### src/rtl/fetch_stage_pkg.sv
// Shared types and constants for the instruction fetch stage.
package fetch_stage_pkg;
  localparam int          XLEN    = 32;
  localparam int          IADDR_W = 5;
  localparam logic [31:0] NOP     = 32'h0000_0000;

  typedef enum logic [1:0] {BOOT, RUN, HALT} fetch_state_e;

  function automatic logic [XLEN-1:0] align_word(input logic [XLEN-1:0] a);
    return {a[XLEN-1:2], 2'b00};
  endfunction
endpackage

### src/rtl/fetch_stage_pc_reg.sv
// Program counter: async reset, load beats sequential advance, en gates advance.
module pc_reg
  import fetch_stage_pkg::*;
#(
  parameter logic [31:0] RESET_PC = 32'h0000_0000
) (
  input  logic            clk,
  input  logic            rst_n,
  input  logic            en,
  input  logic            load,
  input  logic [XLEN-1:0] load_addr,
  output logic [XLEN-1:0] pc
);
  always_ff @(posedge clk or negedge rst_n) begin
    if (!rst_n)    pc <= align_word(RESET_PC);
    else if (load) pc <= align_word(load_addr);
    else if (en)   pc <= pc + 32'd4;
  end
endmodule

### src/rtl/fetch_stage.sv
// IF stage: PC, boot/run/halt sequencing and the IF/ID pipeline register.
module fetch_stage
  import fetch_stage_pkg::*;
#(
  parameter logic [31:0] RESET_PC   = 32'h0000_0000,
  parameter int          IMEM_WORDS = 32
) (
  input  logic               clk,
  input  logic               rst_n,
  input  logic               stall,
  input  logic               redirect,
  input  logic [XLEN-1:0]    redirect_target,
  output logic [IADDR_W-1:0] imem_addr,
  input  logic [XLEN-1:0]    imem_inst,
  output logic [XLEN-1:0]    ifid_inst,
  output logic [XLEN-1:0]    ifid_pc4,
  output logic               ifid_valid,
  output logic [XLEN-1:0]    pc,
  output logic               halted
);
  localparam logic [XLEN-1:0] PC_LIMIT = 32'(IMEM_WORDS * 4);

  fetch_state_e state_q, state_d;
  logic         pc_load, pc_inc, capture, flush;
  logic         out_of_range;
  logic [XLEN-1:0] pc_plus4;

  assign pc_plus4     = pc + 32'd4;
  assign out_of_range = (pc >= PC_LIMIT);
  assign imem_addr    = pc[IADDR_W+1:2];
  assign halted       = (state_q == HALT);

  pc_reg #(.RESET_PC(RESET_PC)) u_pc_reg (
    .clk       (clk),
    .rst_n     (rst_n),
    .en        (pc_inc),
    .load      (pc_load),
    .load_addr (redirect_target),
    .pc        (pc)
  );

  always_ff @(posedge clk or negedge rst_n) begin
    if (!rst_n) state_q <= BOOT;
    else        state_q <= state_d;
  end

  // Redirect is ignored in BOOT; otherwise redirect > stall > advance.
  always_comb begin
    state_d = state_q;
    pc_load = 1'b0;
    pc_inc  = 1'b0;
    capture = 1'b0;
    flush   = 1'b0;
    case (state_q)
      BOOT: state_d = RUN;
      RUN: begin
        if (redirect) begin
          pc_load = 1'b1;
          flush   = 1'b1;
        end else if (!stall) begin
          if (out_of_range) begin
            flush   = 1'b1;
            state_d = HALT;
          end else begin
            pc_inc  = 1'b1;
            capture = 1'b1;
          end
        end
      end
      HALT: begin
        if (redirect) begin
          pc_load = 1'b1;
          flush   = 1'b1;
          state_d = RUN;
        end
      end
      default: state_d = BOOT;
    endcase
  end

  // A flush keeps ifid_pc4 so only inst/valid carry the bubble.
  always_ff @(posedge clk or negedge rst_n) begin
    if (!rst_n) begin
      ifid_inst  <= NOP;
      ifid_pc4   <= '0;
      ifid_valid <= 1'b0;
    end else if (capture) begin
      ifid_inst  <= imem_inst;
      ifid_pc4   <= pc_plus4;
      ifid_valid <= 1'b1;
    end else if (flush) begin
      ifid_inst  <= NOP;
      ifid_valid <= 1'b0;
    end
  end
endmodule

### config.mk
export PLATFORM = sky130hd
export DESIGN_NAME = fetch_stage
export DESIGN_NICKNAME = d
export VERILOG_FILES = /design/src/rtl/fetch_stage_pkg.sv /design/src/rtl/fetch_stage_pc_reg.sv /design/src/rtl/fetch_stage.sv
export SDC_FILE = /design/constraint.sdc
export NUM_CORES = 1
export LEC_CHECK = 0
export CAP_MARGIN = 10
export CORE_AREA = 2 2 104 106
export CTS_CLUSTER_SIZE = 10
export DETAILED_ROUTE_END_ITERATION = 16
export DIE_AREA = 0 0 106 108
export PLACE_DENSITY_LB_ADDON = 0.3
export SLEW_MARGIN = 20
export SYNTH_ARGS = -nofsm -noshare
export SYNTH_HDL_FRONTEND = slang
export SYNTH_SLANG_ARGS = --single-unit
export TNS_END_PERCENT = 1
### constraint.sdc
create_clock -name clk -period 2.48 [get_ports clk]
set_input_delay 0.496 -clock clk [delete_from_list [all_inputs] [get_ports clk]]
set_output_delay 0.496 -clock clk [all_outputs]
set_load 0.02 [all_outputs]
## After elaboration in Yosys (flattened, before gate mapping)

Index checks and enable logic that the tools add are counted.

| operators by class | value |
|---|---|
| add/sub/neg operators | 1 |
| $lt $le $gt $ge | 1 |
| eq/ne operators | 6 |
| multiplexer cells | 21 |
| reductions and logical operators | 5 |

Operators with widths:

| cell | count |
|---|---|
| $mux W32 | 4 |
| $add A32 B3 Y32 const B | 1 |
| $ge A32 B8 Y1 const B | 1 |
| $mux W1 | 11 |
| $mux W2 | 4 |
| $ne A2 B2 Y1 const B | 4 |
| $pmux W2 S3 | 1 |
| $reduce_and A4 Y1 | 1 |
| $reduce_bool A2 Y1 | 2 |
| $eq A2 B1 Y1 const B | 1 |
| $eq A2 B2 Y1 const B | 1 |
| $logic_not A2 Y1 | 1 |
| $pmux W1 S2 | 1 |
| $reduce_or A2 Y1 | 1 |

| word-level totals | value |
|---|---|
| register bits | 99 |
| bits of input ports | 68 |
| output and inout port bits | 103 |
| word-level logic and storage cells | 39 |

## Longest topological paths before layout

Gate-level depths: netlist of run 1.

| logic depth | value |
|---|---|
| depth in word-level cells | 7 |
| depth in mapped cells | 8 |

## Modules after synthesis

Synthesis of run 1 repeated with hierarchy kept, for this count alone.

| second synthesis, totals | value |
|---|---|
| cells, all modules | 502 |
| area total of the unflattened synthesis | 4897.2 µm² |

By module, submodules not included:

| module | times used | cells an instance | area each (µm²) | seq. area each (µm²) |
|---|---|---|---|---|
| fetch_stage | 1 | 310 | 3168.0 | 1676.6 |
| pc_reg | 1 | 192 | 1729.2 | 750.7 |

## Worst setup path after synthesis of run 1

Ideal clock, no wire load.

| path | value |
|---|---|
| kind | register -> register |
| start point | reg state_q[1] |
| end point | reg u_pc_reg.pc[6] |
| setup time | 0.082 ns |
| data arrival time | 1.769 ns |
| path slack | 0.629 ns |
| cell stages (with the launch flop) | 7 |
| buffers on the path | 0 |
| clock period less this slack | 1.851 ns |
| cells stage by stage | dfrtp_1 inv_1 ha_1 nor3b_4 nand4_2 or4_1 a31oi_1 |

| between the ends | value |
|---|---|
| cells in the longest elaborated chain, start to end | 4 |
| elaborated cells between the ends (all ways) | 7 |
| those cells by class | eq/ne (2); mux (3); reduce/logical (2) |

Ends and longest elaborated chain:

| element | line | source |
|---|---|---|
| from (decl) | fetch_stage.sv:23 | `fetch_state_e state_q, state_d;` |
| from (signal assigned) | fetch_stage.sv:44 | `else state_q <= state_d;` |
| $eq A2 B2 Y1 / $eq A2 B1 Y1 (equally long branches) | fetch_stage.sv:54 | `case (state_q)` |
| $reduce_or A2 Y1 (no line) | n/a |  |
| $mux W1 | n/a |  |
| $mux W32 / $reduce_bool A2 Y1 (equally long branches) | n/a |  |
| to (signal assigned) | fetch_stage_pc_reg.sv:15 | `if (!rst_n) pc <= align_word(RESET_PC);` |
| to (signal assigned) | fetch_stage_pc_reg.sv:16 | `else if (load) pc <= align_word(load_addr);` |
| to (signal assigned) | fetch_stage_pc_reg.sv:17 | `else if (en) pc <= pc + 32'd4;` |
| to (decl) | fetch_stage_pc_reg.sv:12 | `output logic [XLEN-1:0] pc` |

Several ways; a longest one is shown, not always the timed one.
A chain may end at the register's enable or synchronous reset.

## Worst setup path in the final report of run 1

| path | value |
|---|---|
| start point | reg state_q[0] |
| end point | out halted |

| between the ends | value |
|---|---|
| cells in the longest elaborated chain, start to end | 1 |

Ends and longest elaborated chain:

| element | line | source |
|---|---|---|
| $eq A2 B2 Y1 | fetch_stage.sv:31 | `assign halted = (state_q == HALT);` |
| to (decl) | fetch_stage.sv:19 | `output logic halted` |

Every way passes these cells.

==> results of run 1 <==
-- worst min-delay path by stage --
stage | from | end | slack, ps | cells after the start
floorplan | rst_n | ifid_inst[0] | 200 | 0
global placement | ifid_pc4[7] | ifid_pc4[7] | 470 | 1
detailed placement | ifid_pc4[7] | ifid_pc4[7] | 480 | 1
CTS | rst_n | u_pc_reg.pc[14] | 120 | 1
global route | rst_n | u_pc_reg.pc[14] | 120 | 1
finish | rst_n | u_pc_reg.pc[14] | 110 | 1
-- kinds of logic after synthesis --
logic type / Yosys count
buf+inv: 41
xor+xnor: 3
other cells: 1
simple gates: 127
fa+ha+maj: 5
compound gates: 66
mux: 24
flops: 95
-- power by group through the flow --
stage	Sequential, uW	Clock [uW]	Combinational (uW)
5_1_grt	2120	1250	2280
4_1_cts	2070	1180	2150
2_1_floorplan	2370	0	893
3_3_place_gp	2090	0	2100
6_report	2070	1140	2130
3_5_place_dp	2100	0	2140
-- per-stage QoR --
stage	hold WS (ps)	util (%)
after floorplan	200	-
final	107	59.1
after CTS	119	59.1
after global placement	474	56.9
after detailed placement	482	56.9
after global routing	122	59.1
-- area by class of cell --
cell class / count / share of cell area, %
inverters: 6 / 0.372
clock inverters: 6 / 1.53
multi-input cells: 229 / 24.2
flip-flops and latches: 95 / 39.3
clock buffers: 10 / 2.28
well taps: 136 / 2.81
repair buffers: 178 / 29.5
-- layer usage --
metal / GRT usage (%) / routed length (um) / up-vias
met1: 24.0 / 4480 / 1634
met5: 0 / 0 / -
li1: - / - / 1579
met4: 6.86 / 195 / 0
met3: 5.85 / 831 / 18
met2: 30.1 / 5080 / 124
-- cell usage in the layout, fill, tap and decap left out, types with 3 or more instances in the layout --
cell / instances
mux2_1: 24
nand3_1: 3
a31oi_1: 4
clkbuf_8: 10
ha_1: 5
or4_1: 4
inv_1: 6
a21o_1: 3
nand2_1: 36
nor2b_1: 26
nor2_1: 7
clkdlybuf4s50_1: 163
buf_12: 3
nand4_1: 34
o31ai_1: 5
o21ai_0: 3
conb_1: 4
nor4_1: 5
dfrtp_1: 95
o21ai_1: 41
buf_4: 12
-- worst reg2reg max path, delay by kind of cell, from the launching register on --
family / cells / cell delay, ps
buffers and inverters: 1 / 90
adders and majority gates: 1 / 310
AOI/OAI and AO/OA: 1 / 180
DFF: 1 / 400
and+or+nand+nor: 3 / 1090
-- synthesized netlist by cell type (all sizes together) (2+ instances only) --
cell type  number  area [um2]
dfrtp          95        2380
o21ai          45         225
nand2          36         135
nand4          35         225
nor2b          26         163
mux2           24         270
buf            23         148
clkbuf         12        45.0
nor2            7        26.3
inv             6        22.5
ha              5        62.6
nor4            5        31.3
o31ai           5        37.5
a31oi           4        25.0
or4             4        30.0
a21o            3        22.5
nand3           3        15.0
nor3            3        15.0
a21oi           2        10.0
and3            2        12.5
nand2b          2        12.5
o21a            2        15.0
xor2            2        17.5
==> run summary, run 1 <==
Post-CTS Resized: 0
Family with the most delay on the worst path: buffers and inverters
PD cells: 884 nW/um2
Layout Cells excl Fill: 660
RePlAce Congestion: 0.786
Die Width: 106 um
EDFF count, synth: 0
Worst r2r dst: u_pc_reg.pc[6]
CP Launch Type: register
Worst R2R Setup Slack: 350 ps
Crit path buffers/inverters: 2
Gate power share: 39.9%
FF+latch area: 2380 um2
Sequential cell fraction of total power: 38.7%
Post-layout nets: 592
CTS max path bufs: 2
Final setup TNS: 0 ps
Hold Crit Class: in2async
Antenna Nets Post-Route: 0
Clock power frac: 21.4%
Placed Area: 5820 um2
TritonCTS Buffers: 9
Synth Area in XOR/XNOR: 0.651%
Initial core utilization: 39.5%
Max-cap violations: 0
Post-synthesis compound-gate area fraction: 9.33%
Post-synth ARST share: 100%
Int Power: 3430 uW
Placed Instances: 644
CTS tree: built
Max FFs per register: 32
Avg Cell Area, Syn: 11.2 um2
FMAX: 426 MHz
Top Ports: 171
Die H: 108 um
Worst Setup Slack, final: 135 ps
Global-route wire length before repair: 17,000 um
Worst Skew: 10.8 ps
Setup CP Type: reg2out
Critical path's largest stage delay: 670 ps
VDD IR max: 586 uV
Std-Cell Core Area: 10,200 um2
Critical path capture point: halted
Switching share of power: 35.7%
Count of cell types in the netlist: 37
Post-synthesis mux area share: 6.69%
FF-to-FF path depth: 6
Setup Fix Bufs, Post-CTS: 0
Main synth FF type: dfrtp_1
RSZ-0062 raised after global routing: false
Filler cell count: 887
Run status: complete, no violations
Setup WS pre-CTS: 186 ps
Simple-gate portion of the synthesized area: 17.5%
Finished Cell Area: 6050 um2
Number of synthesized register bits: 95
Final Hold Fails: 0
Clk_lat worst skew: 350 ps
Die area: 11,400 um2
Tmin final: 2350 ps
Final setup vio count: 0
Worst r2r src: state_q[1]
Yosys warns: 0
Sw Pwr: 1910 uW
Worst Path Max Fanout: 7
Via count: 3,355
CP Depth: 3
Slew Limit Fails: 0
Final period util: 94.6%
Leakage: 0.00258 uW
Largest net degree at the start of global routing: 57
Synth Area in Adders: 1.55%
Diode count: 0
Number of antenna violations at the first check in global routing: 0
Via density: 5.08
H-tree levels: 3
Multi-input logic area: 1470 um2
Seq/Total Area, Yosys: 58.9%
Layout cells sized above 1: 6.68%
Total power: 5340 uW
GRT Residual Overflow: 0
Synthesized area: 4040 um2
Worst slew pin tran: 551 ps
Clock transition at path regs: 100 ps
Residual DRC: 0
Row count: 37
Gate Count Post-Synth: 362
Crit-path cells: inv_1 -> ha_1 -> clkdlybuf4s50_1
Slowest library cell on the worst path: clkdlybuf4s50_1
Clk sinks: 95
Initial drt markers: 93
I/O Buffers: 164
Per-cell routed wire length: 16.0 um
CP Data Required Time: 1980 ps
DRT Pass-1 Iters: 5
Largest family of logic cells by synthesized area: simple AND/OR/NAND/NOR gates
Worst EP arrival: 1850 ps
GR Util All Layers: 18.7%
Root Driver: clkbuf_8
Slew HR: 63.3%
Number of global-route vias before repair: 3,440
Area Growth Syn to Fin: 49.8%
Post-CTS Hold Fix Bufs: 0
Routed WL: 10,600 um
Hpwl dp: 7480 um
Crit path launch: state_q[0]
Nature of the critical path endpoint: output pin
Note: power is estimated with default switching activity, not from simulation.
==> run 2, diff against run 1 <==
Settings changed: CELL_PAD_IN_SITES_DETAIL_PLACEMENT from default to 0, CELL_PAD_IN_SITES_GLOBAL_PLACEMENT from default to 1, CORE_AREA 2 2 104 106 to 2 2 116 118, DIE_AREA 0 0 106 108 to 0 0 118 120.
==> run summary, run 2 (same netlist as run 1, synthesis figures left out) <==
Run status: complete, no violations (unchanged)
DRT Pass-1 Iters: 4 (was 5)
Clk sinks: 95 (unchanged)
Worst slew pin tran: 558 ps (was 551 ps)
Family with the most delay on the worst path: buffers and inverters (unchanged)
Tmin final: 2350 ps (about the same)
Commonest non-fill, non-tap cell in the layout: clkdlybuf4s50_1 (unchanged)
Final Hold Fails: 0 (unchanged)
Worst Path Max Fanout: 7 (unchanged)
Die Width: 118 um (was 106 um)
Nature of the critical path endpoint: output pin (unchanged)
GR Util All Layers: 16.7% (was 18.7%)
Clk_lat worst skew: 340 ps (was 350 ps)
I/O Buffers: 164 (unchanged)
GRT Residual Overflow: 0 (unchanged)
Antenna Nets Post-Route: 0 (unchanged)
Placed Instances: 684 (was 644)
Top Ports: 171 (unchanged)
Hold Crit Class: in2async (unchanged)
Leakage: 0.00262 uW (was 0.00258 uW)
CTS max path bufs: 2 (unchanged)
CTS tree: built (unchanged)
VDD IR max: 428 uV (was 586 uV)
Slew Limit Fails: 0 (unchanged)
Largest net degree at the start of global routing: 57 (unchanged)
Routed WL: 11,200 um (was 10,600 um)
Post-CTS Hold Fix Bufs: 0 (unchanged)
Crit path buffers/inverters: 2 (unchanged)
Std-Cell Core Area: 13,000 um2 (was 10,200 um2)
Slowest library cell on the worst path: clkdlybuf4s50_1 (unchanged)
RePlAce Congestion: 0.775 (was 0.786)
Most frequent cells in the layout: clkdlybuf4s50_1 (163), dfrtp_1 (95), o21ai_1 (41) (unchanged)
Initial core utilization: 31.1% (was 39.5%)
Post-CTS Resized: 0 (unchanged)
Multi-input logic area: 1470 um2 (unchanged)
H-tree levels: 3 (unchanged)
Final setup TNS: 0 ps (unchanged)
Root Driver: clkbuf_16 (was clkbuf_8)
Post-layout nets: 592 (unchanged)
Filler cell count: 1,248 (was 887)
CP Launch Type: register (unchanged)
CP Data Required Time: 1980 ps (about the same)
Number of global-route vias before repair: 3,442 (was 3,440)
Hpwl dp: 7740 um (was 7480 um)
Slew HR: 62.8% (was 63.3%)
Residual DRC: 0 (unchanged)
Die H: 120 um (was 108 um)
Number of antenna violations at the first check in global routing: 0 (unchanged)
Via count: 3,339 (was 3,355)
Max FFs per register: 32 (unchanged)
Setup CP Type: reg2out (unchanged)
Setup Fix Bufs, Post-CTS: 0 (unchanged)
RSZ-0062 raised after global routing: false (unchanged)
Hold Worst Slack: 139 ps (was 107 ps)
Per-cell routed wire length: 16.0 um (about the same)
Diode count: 0 (unchanged)
Initial drt markers: 155 (was 93)
Clock transition at path regs: 70 ps (was 100 ps)
Via density: 4.77 (was 5.08)
Critical path's largest stage delay: 700 ps (was 670 ps)
Area Growth Syn to Fin: 53.4% (was 49.8%)
PD cells: 923 nW/um2 (was 884 nW/um2)
Global-route wire length before repair: 18,500 um (was 17,000 um)
Final setup vio count: 0 (unchanged)
CP Depth: 3 (unchanged)
Max-cap violations: 0 (unchanged)
TritonCTS Buffers: 9 (unchanged)
Worst Skew: 5.86 ps (was 10.8 ps)
Layout cells sized above 1: 6.30% (was 6.68%)
Die area: 14,200 um2 (was 11,400 um2)
Final period util: 94.9% (was 94.6%)
Layout Cells excl Fill: 700 (was 660)
Row count: 42 (was 37)
FF-to-FF path depth: 5 (was 6)
FF+latch area: 2380 um2 (unchanged)
Crit-path cells: inv_1 -> ha_1 -> clkdlybuf4s50_1 (unchanged)
FMAX: 425 MHz (was 426 MHz)
Worst EP arrival: 1860 ps (was 1850 ps)
## run 2: cell count changes in the layout (fill, tap and decap cells not counted)
cell | before | now
clkinv_2 | 0 | 1
clkinvlp_4 | 2 | 0
clkbuf_16 | 0 | 9
clkbuf_1 | 0 | 2
clkinv_4 | 1 | 0
inv_6 | 1 | 0
clkbuf_8 | 10 | 2
## run 2: stage by stage
stage	area (um2)	utilization (%)	power, uW	setup slack, ps
detailed placement	5870	45.2	4260	122
floorplan	4050	-	3260	629
finish	6190	47.7	5720	127
global route	6190	47.7	6050	76.1
global placement	5870	45.2	4220	170
CTS	6190	47.7	5810	113
## run 2: worst paths after layout
path                                  from               to  slack (ps)
setup / recovery                state_q[0]           halted         130
hold / removal                       rst_n  u_pc_reg.pc[13]         140
setup reg to reg           u_pc_reg.pc[20]   u_pc_reg.pc[5]         330
hold reg to reg                ifid_pc4[3]      ifid_pc4[3]         500
max in group asynchronous            rst_n  u_pc_reg.pc[19]        1640
min in group clk               ifid_pc4[3]      ifid_pc4[3]         500
## run 2: metal layers
| layer | global-route usage [%] | part of all wire, % |
|---|---|---|
| met1 | 21.9 | 43 |
| met2 | 25.6 | 48 |
| met3 | 3.47 | 5.2 |
| met4 | 9.49 | 3.5 |
| met5 | 0 | 0 |
## run 2: area by class of cell
type                            instances  share of cell area (%)
Sequential cell                        95                    38.4
Timing Repair Buffer                  178                    28.8
Multi-Input combinational cell        229                    23.7
Clock buffer                           13                    4.20
Tap cell                              176                    3.56
Clock inverter                          3                    1.05
Inverter                                6                   0.364
## run 2: where the power goes
group	internal, uW	leakage, uW	total [uW]	switching [uW]
clock network	938	0.000160	1510	574
registers	1830	0.00125	2080	250
logic	999	0.00121	2130	1130
==> run 3, diff against run 2 <==
Settings changed: ABC_AREA from default to 0, CORE_AREA 2 2 116 118 to 2 2 112 114, DIE_AREA 0 0 118 120 to 0 0 114 116.
Clock period 2.48 ns to 3 ns, I/O delays scaled along.
==> run summary, run 3 (same netlist as run 1, synthesis figures left out) <==
Commonest non-fill, non-tap cell in the layout: clkdlybuf4s50_1 (unchanged)
Via count: 3,316 (was 3,339)
Per-cell routed wire length: 16.3 um (was 16.0 um)
Setup Fix Bufs, Post-CTS: 0 (unchanged)
CP Data Required Time: 2400 ps (was 1980 ps)
Slew HR: 48.6% (was 62.8%)
Setup CP Type: reg2out (unchanged)
M1 WL: 4620 um (was 4840 um)
Leakage: 0.00259 uW (was 0.00262 uW)
Antenna Nets Post-Route: 0 (unchanged)
Critical path's largest stage delay: 680 ps (was 700 ps)
Layout cells sized above 1: 5.59% (was 6.30%)
I/O Buffers: 164 (unchanged)
Area Growth Syn to Fin: 51.4% (was 53.4%)
Clk sinks: 95 (unchanged)
Slowest library cell on the worst path: clkdlybuf4s50_1 (unchanged)
PD cells: 763 nW/um2 (was 923 nW/um2)
Post-CTS Hold Fix Bufs: 0 (unchanged)
Number of antenna violations at the first check in global routing: 0 (unchanged)
Post-layout nets: 588 (was 592)
Root Driver: clkbuf_16 (unchanged)
Clk_lat worst skew: 350 ps (was 340 ps)
Final setup TNS: 0 ps (unchanged)
Post-CTS Resized: 0 (unchanged)
Hpwl dp: 7530 um (was 7740 um)
GRT Residual Overflow: 0 (unchanged)
Highest Signal Layer: met4 (unchanged)
Worst Skew: 6.71 ps (was 5.86 ps)
Final Hold Fails: 0 (unchanged)
Final period util: 80.4%
Max FFs per register: 32 (unchanged)
Initial drt markers: 119 (was 155)
CTS tree: built (unchanged)
Nature of the critical path endpoint: output pin (unchanged)
Crit-path cells: inv_1 -> ha_1 -> clkdlybuf4s50_1 (unchanged)
Via density: 4.98 (was 4.77)
Die area: 13,200 um2 (was 14,200 um2)
TritonCTS Buffers: 9 (unchanged)
H-tree levels: 3 (unchanged)
Initial core utilization: 33.9% (was 31.1%)
Total power: 4660 uW (was 5720 uW)
Worst slew pin tran: 763 ps (was 558 ps)
Die Width: 114 um (was 118 um)
Diode count: 0 (unchanged)
Final setup vio count: 0 (unchanged)
Tmin final: 2410 ps
Met2 wire len: 5280 um (was 5390 um)
RSZ-0062 raised after global routing: false (unchanged)
Max-cap violations: 0 (unchanged)
Slew Limit Fails: 0 (unchanged)
Clock transition at path regs: 60 ps (was 70 ps)
Top Ports: 171 (unchanged)
DRT Pass-1 Iters: 6 (was 4)
Crit path buffers/inverters: 2 (unchanged)
Std-Cell Core Area: 11,900 um2 (was 13,000 um2)
Hold Crit Class: in2async (unchanged)
Residual DRC: 0 (unchanged)
CP Launch Type: register (unchanged)
Run status: complete, no violations (unchanged)
Number of global-route vias before repair: 3,344 (was 3,442)
Worst Path Max Fanout: 7 (unchanged)
CTS max path bufs: 2 (unchanged)
RePlAce Congestion: 0.728 (was 0.775)
VDD IR max: 522 uV (was 428 uV)
Largest net degree at the start of global routing: 57 (unchanged)
Met3 WL: 668 um (was 583 um)
Most frequent cells in the layout: clkdlybuf4s50_1 (163), dfrtp_1 (95), o21ai_1 (41) (unchanged)
Die H: 116 um (was 120 um)
Routed WL: 10,900 um (was 11,200 um)
Final core occ: 51.3% (was 47.7%)
Global-route wire length before repair: 17,500 um (was 18,500 um)
Family with the most delay on the worst path: buffers and inverters (unchanged)
GR Util All Layers: 17.1% (was 16.7%)
Row count: 40 (was 42)
Worst EP arrival: 1810 ps (was 1860 ps)
FMAX: 415 MHz
-- run 3: changes by cell type in the layout (fill, tap and decap cells not counted), sizes merged --
cell / delta
clkinvlp: +2
clkbuf: -3
buf: -4
-- run 3: worst paths after layout --
path	from	end	slack [ps]	cells after the start
hold / removal	rst_n	u_pc_reg.pc[11]	260	1
min in group clk	ifid_pc4[3]	ifid_pc4[3]	480	1
max in group asynchronous	rst_n	u_pc_reg.pc[13]	2040	2
setup reg to reg	u_pc_reg.pc[28]	u_pc_reg.pc[3]	620	4
hold reg to reg	ifid_pc4[3]	ifid_pc4[3]	480	1
setup / recovery	state_q[0]	halted	590	3
-- run 3: metal layers --
metal,track usage (%),vias to the layer above
met5,0,-
met4,8.13,0
met3,5.65,20
met2,27.2,95
met1,21.3,1628
li1,-,1573
-- run 3: power breakdown --
part	internal [uW]	switching [uW]	total, uW
registers	1510	203	1710
logic	819	928	1750
clock network	727	477	1200
-- run 3: metrics by stage --
stage                     std cells  hold WS [ps]  worst slack (ps)  cell area, um2
after floorplan                 365           304              1100            4050
after global placement          651           467               389            5800
after detailed placement        651           469               371            5800
after CTS                       666           282               557            6110
after global routing            666           312               357            6110
final                           666           260               588            6110
-- run 3: area by class of cell --
class,count,area [um2]
flip-flops and latches,95,2380
inverters,6,22.5
well taps,147,184
clock inverters,5,83.8
multi-input cells,229,1470
repair buffers,174,1750
clock buffers,10,229
fillers,1075,5800
